--- src/rtl/cache_types_pkg.sv ---
// Shared cache-side types: initiator FSM states, block storage type and the
// block address alignment helper used by the memory port initiator.
package cache_types;

  localparam int unsigned CACHE_BLOCKS = 4;
  localparam int unsigned WORD_BITS    = 32;

  typedef enum logic [2:0] {
    IDLE,
    WB,
    GAP,
    FILL,
    RESP
  } mem_init_state_t;

  typedef logic [CACHE_BLOCKS-1:0][WORD_BITS-1:0] block_t;

  // Clears the byte-in-word and word-in-block offset bits of an address.
  function automatic logic [31:0] block_align(input logic [31:0]  addr,
                                              input int unsigned  blocks = CACHE_BLOCKS);
    logic [31:0] mask;
    mask = ~((32'(blocks) << 2) - 32'd1);
    return addr & mask;
  endfunction

endpackage

--- src/rtl/mem_port_initiator_timer.sv ---
// Stall counter for one memory transfer: clears between transfers, counts
// busy cycles and flags the busy cycle that brings the count to MAX_WAIT.
module mem_wait_timer #(
  parameter int unsigned MAX_WAIT = 64
) (
  input  logic clock,
  input  logic reset,
  input  logic clear,
  input  logic enable,
  output logic expired
);

  localparam int unsigned CW = $clog2(MAX_WAIT + 1);

  logic [CW-1:0] count;

  // NOTE: sequential state is written with <= only, so every flop samples
  // the pre-edge values of its neighbours regardless of block order.
  always_ff @(posedge clock or negedge reset) begin
    if (!reset) begin
      count <= '0;
    end else if (clear) begin
      count <= '0;
    end else if (enable && (count != CW'(MAX_WAIT))) begin
      count <= count + 1'b1;
    end
  end

  // Asserted in the busy cycle whose edge would make the count reach MAX_WAIT.
  assign expired = enable && (count == CW'(MAX_WAIT - 1));

endmodule

--- src/rtl/mem_port_initiator.sv ---
// Cache-side memory port initiator: optional dirty-victim writeback followed
// by a line fill, with a per-transfer stall timeout reported as resp_err.
module mem_port_initiator
  import cache_types::*;
#(
  parameter int unsigned BLOCKS   = CACHE_BLOCKS,
  parameter int unsigned MAX_WAIT = 64
) (
  input  logic                 clock,
  input  logic                 reset,
  input  logic                 req_valid,
  output logic                 req_ready,
  input  logic [31:0]          req_addr,
  input  logic                 req_dirty,
  input  logic [31:0]          req_wb_addr,
  input  logic [BLOCKS*32-1:0] req_wb_block,
  output logic                 resp_valid,
  input  logic                 resp_ready,
  output logic [BLOCKS*32-1:0] resp_block,
  output logic                 resp_err,
  output logic                 mem_req,
  output logic [31:0]          mem_addr,
  output logic                 mem_we,
  output logic [BLOCKS*32-1:0] mem_write_block,
  input  logic [BLOCKS*32-1:0] mem_read_block,
  input  logic                 mem_miss
);

  localparam int unsigned BW = BLOCKS * 32;

  if ((BLOCKS < 2) || (BLOCKS > 16) || ((BLOCKS & (BLOCKS - 1)) != 0)) begin : g_bad_blocks
    $error("BLOCKS must be a power of two in 2..16");
  end
  if (MAX_WAIT < 8) begin : g_bad_wait
    $error("MAX_WAIT must be at least 8");
  end

  mem_init_state_t state, state_nxt;

  logic [31:0]   fill_addr;
  logic [31:0]   wb_addr;
  logic [BW-1:0] wb_block;
  logic          in_xfer;
  logic          timeout;
  logic          accept;

  assign in_xfer = (state == WB) || (state == FILL);
  assign accept  = (state == IDLE) && req_valid;

  mem_wait_timer #(
    .MAX_WAIT (MAX_WAIT)
  ) u_timer (
    .clock   (clock),
    .reset   (reset),
    .clear   (!in_xfer),
    .enable  (in_xfer && mem_miss),
    .expired (timeout)
  );

  always_ff @(posedge clock or negedge reset) begin
    if (!reset) begin
      state <= IDLE;
    end else begin
      state <= state_nxt;
    end
  end

  // An aborted writeback goes straight to RESP; the fill is never attempted.
  always_comb begin
    state_nxt = state;
    case (state)
      IDLE: if (req_valid) state_nxt = req_dirty ? WB : FILL;
      WB: begin
        if (!mem_miss)    state_nxt = GAP;
        else if (timeout) state_nxt = RESP;
      end
      GAP:  state_nxt = FILL;
      FILL: if (!mem_miss || timeout) state_nxt = RESP;
      RESP: if (resp_ready) state_nxt = IDLE;
      default: state_nxt = IDLE;
    endcase
  end

  always_ff @(posedge clock or negedge reset) begin
    if (!reset) begin
      fill_addr  <= '0;
      wb_addr    <= '0;
      wb_block   <= '0;
      resp_block <= '0;
      resp_err   <= 1'b0;
    end else begin
      if (accept) begin
        fill_addr <= block_align(req_addr, BLOCKS);
        wb_addr   <= block_align(req_wb_addr, BLOCKS);
        wb_block  <= req_wb_block;
      end
      if ((state == FILL) && !mem_miss) begin
        resp_block <= mem_read_block;
        resp_err   <= 1'b0;
      end else if (timeout) begin
        resp_block <= '0;
        resp_err   <= 1'b1;
      end
    end
  end

  // NOTE: every output gets a default before the case, so no path through
  // this block leaves a signal unassigned and no latch is inferred.
  always_comb begin
    req_ready       = 1'b0;
    resp_valid      = 1'b0;
    mem_req         = 1'b0;
    mem_we          = 1'b0;
    mem_addr        = '0;
    mem_write_block = '0;
    case (state)
      IDLE: req_ready = 1'b1;
      WB: begin
        mem_req         = 1'b1;
        mem_we          = 1'b1;
        mem_addr        = wb_addr;
        mem_write_block = wb_block;
      end
      FILL: begin
        mem_req  = 1'b1;
        mem_addr = fill_addr;
      end
      RESP:    resp_valid = 1'b1;
      default: ;
    endcase
  end

endmodule

--- config.mk ---
export PLATFORM = sky130hd
export DESIGN_NAME = mem_port_initiator
export DESIGN_NICKNAME = d
export VERILOG_FILES = /design/src/rtl/cache_types_pkg.sv /design/src/rtl/mem_port_initiator_timer.sv /design/src/rtl/mem_port_initiator.sv
export SDC_FILE = /design/constraint.sdc
export NUM_CORES = 1
export LEC_CHECK = 0
export ABC_AREA = 1
export BUFFER_PORTS_ARGS = -buffer_cell sky130_fd_sc_hd__buf_2
export CAP_MARGIN = 0
export CORE_AREA = 2 2 241 243
export DETAILED_ROUTE_END_ITERATION = 12
export DIE_AREA = 0 0 243 245
export GPL_ROUTABILITY_DRIVEN = 0
export GPL_TIMING_DRIVEN = 0
export MAX_ROUTING_LAYER = met4
export PLACE_DENSITY = 0.45
export SLEW_MARGIN = 40
export SYNTH_ARGS = -nofsm -noshare
export SYNTH_HDL_FRONTEND = slang
export SYNTH_HIERARCHICAL = 1
export SYNTH_SLANG_ARGS = --single-unit
--- constraint.sdc ---
create_clock -name clock -period 2.43 [get_ports clock]
set_clock_uncertainty 0.15 [all_clocks]
set_input_delay 0.1215 -clock clock [delete_from_list [all_inputs] [get_ports clock]]
set_output_delay 0.1215 -clock clock [all_outputs]
set_load 0.005 [all_outputs]
==> flow_summary.yaml <==
critical_path:
  cp_slowest_stage_delay_ns: 0.36
  path_cells: "buf_4 > nand2_1 > nor2_4 > clkbuf_4 > nand2_1 > nand2_1 > buf_2"
  ff2ff_path_depth: 8
  critPathRequiredTime_ns: 2.16
  rr_startpoint: "state[0]"
  cp_common_cell: "nand2_1"
  startpoint_type: "flop"
  crit_type: "reg2out"
  crit_fanout: 10
  endpoint_kind: "output pin"
  path_delay_family: "buffers and inverters"
  rr_endpoint: "fill_addr[7]"
  rrSetupSlack_ns: 0.18
  slowest_stage: "dfrtp_1"
  worstPathArrival_ns: 2.03
  crit_buf_inv: 3
synthesis:
  yosysSeqAreaShare_pct: 57.4
  synthCells: 1803
  synth-async-reset-ratio_pct: 100
  avgSynthCellArea_um2: 7.80
  synth_ff_type: "dfrtp_1"
  syn_area_um2: 14100
  synth_edf_count: 0
  ys_types: 25
  ys_ff_latch: 323
  yosys_warnings: 6
power:
  power_density_nw_per_um2: 1090
  power.internal_uw: 15500
  power.share.switching_pct: 38.5
  p_leak_uw: 0.0130
  p_comb_share_pct: 38.5
  power_frac_seq_pct: 36.3
  p_sw_uw: 9680
  finalPower_uw: 25100
  peakVddDrop_mv: 0.517
  clock_power_share_pct: 25.1
routing:
  vias: 15300
  wl_per_cell_um: 16.7
  viasPerCell: 4.28
  drtAntennaViolNets: 0
  drt_wl_total_mm: 59.9
  drtIter0Drc: 685
  firstDrtPassIters: 5
  drc: 0
clock_network:
  clockBufferDepth: 3
  clk-insertion-delay-late_ns: 0.56
  cts-root-buf: "clkbuf_16"
  cts_tree: "yes"
  cts_made_buffers: 40
  cts.clk_slew.worst_paths_ns: 0.06
  cts_sinks: 323
  h-tree-depth: 2
floorplanning:
  coreArea_um2: 57000
  start_util_pct: 24.7
  core.rowCount: 88
  die_w_um: 243
  die_h_um: 245
  pin_count: 619
  die_area_um2: 59500
timing:
  maxSlewViolCount: 0
  rsz0062_at_grt: "yes"
  fin_ws_ns: 0.130
  relSlewSlack_pct: 54.0
  tightest_slew_ns: 0.690
  setup_viol: 0
  period_share_pct: 94.7
  period_minus_slack_ns: 2.30
  fmax_mhz: 435
  hold_viol_final: 0
min_path:
  holdPathStages: 4
  worstHoldStart: "mem_read_block[102]"
  hold_class: "in2reg"
  min_delay_worst_endpoint: "resp_block[102]"
layout:
  area_growth_pct: 63.6
  final_common_cell: "nand2_1"
  nFillCells: 6042
  utilization_pct: 40.4
  nets: 3119
  layout_common_cells: "858 x nand2_1, 674 x buf_2, 331 x dlygate4sd3_1, 322 x dfrtp_1, 194 x nand3_1"
  drive_above_1_share_pct: 27.8
  final_cell_area_um2: 23000
placed_design:
  hpwlAfterDp_mm: 44.7
  preCtsSetupSlack_ns: 0.184
  placed_area_um2: 18200
  port_buffers: 605
global_routing:
  grt_max_degree: 71
  grtUsageTotal_pct: 20.4
  grt_pass1_wl_mm: 92.0
  antenna_found_initial: 5
  grt_overflow: 0
  grt_pass1_vias: 15800
outcome:
  status: "completed"
job:
  cap_violations: 0
synthesized netlist by cell type, types with 2 or more instances:
master | n | share of area (%)
nand2_1 | 859 | 23
o21ai_1 | 2 | 0.071
buf_4 | 5 | 0.27
o21ai_0 | 4 | 0.14
clkbuf_1 | 31 | 0.83
nor2_1 | 146 | 3.9
nand3_1 | 194 | 6.9
dfrtp_1 | 323 | 57
inv_2 | 3 | 0.080
ha_1 | 2 | 0.18
nand2_2 | 3 | 0.13
buf_2 | 76 | 2.7
inv_1 | 143 | 3.8
through the flow:
| stage | hold slack [ns] | TNS (ns) | std cells |
|---|---|---|---|
| 2_1_floorplan | -0.324 | 0 | 1806 |
| 3_3_place_gp | 0.176 | -1829.21 | 3176 |
| 3_5_place_dp | -0.129 | 0 | 3181 |
| 4_1_cts | 0.106 | -0.00532 | 3584 |
| 5_1_grt | 0.133 | -0.0915 | 3588 |
| 6_report | 0.150 | 0 | 3588 |
cell families after synthesis:
logic type / share of synthesized area (%)
AOI/OAI and AO/OA: 0.311
xor gates and xnor gates: 0.0623
adders and majority gates: 0.178
buffers and inverters: 7.78
DFF: 57.4
other: 0.0266
and+or+nand+nor: 34.2
worst max path at each step:
stage	start	end	slack [ns]	depth (start not counted)
after global placement	reset	fill_addr[23]	-5.72	1
after CTS	state[1]	mem_addr[29]	-0.003	8
after floorplan	state[2]	resp_block[100]	0.68	10
after global routing	state[2]	mem_addr[26]	-0.03	7
final	state[0]	mem_addr[31]	0.13	7
after detailed placement	state[2]	resp_block[5]	0.18	10
metal layers:
layer  up-vias  routed length [µm]  part of all wire [%]  global-route usage (%)
met4         0                1870                   3.1                    6.10
met1      7290               25200                    42                    24.2
met5         -                   0                     0                       -
met3       100                3920                   6.5                    4.88
met2       534               28900                    48                    34.2
li1       7418                   -                     -                       -
cell type report:
| class | instances | area, µm² | share of cell area, % |
|---|---|---|---|
| repair buffers | 943 | 6520 | 28.3 |
| diodes | 4 | 10.0 | 0.0435 |
| clock buffers | 61 | 1250 | 5.43 |
| well taps | 765 | 957 | 4.16 |
| multi-input cells | 1223 | 4920 | 21.4 |
| flip-flops and latches | 323 | 8080 | 35.1 |
| plain buffers | 113 | 591 | 2.57 |
| inverters | 147 | 559 | 2.43 |
| clock inverters | 9 | 131 | 0.571 |
power by group through the flow:
| stage | Sequential (µW) | Combinational [µW] | Clock [µW] |
|---|---|---|---|
| final | 9130 | 9690 | 6320 |
| after global routing | 9430 | 11000 | 6720 |
| after CTS | 9120 | 9820 | 6510 |
| after detailed placement | 9190 | 9230 | 0 |
| after global placement | 9140 | 9120 | 0 |
| after floorplan | 9020 | 4740 | 0 |
registers in the layout, summed over array words and instances, names as in the netlist:
name,count
fill_addr,28
resp_block,128
state,3
wb_block,128
resp_err,1
wb_addr,28
u_timer/count,7
repair_timing:
action | CTS | global route
hold buffers | 332 | 0
hold endpoints to repair | 483 | 0
setup endpoints to repair | 139 | 64
gates resized for setup | 16 | 15
buffers inserted | 1 | 0
worst reg2reg max path, stage by stage, from the launching register on:
cell and delay, ns:
dfrtp_1 0.39, buf_4 0.15, nor2_1 0.17, inv_1 0.11, nor2_4 0.18, clkbuf_2 0.26
nand3_1 0.11, dlygate4sd3_1 0.59, nand2_1 0.07
Note: power is estimated with default switching activity, not from simulation.
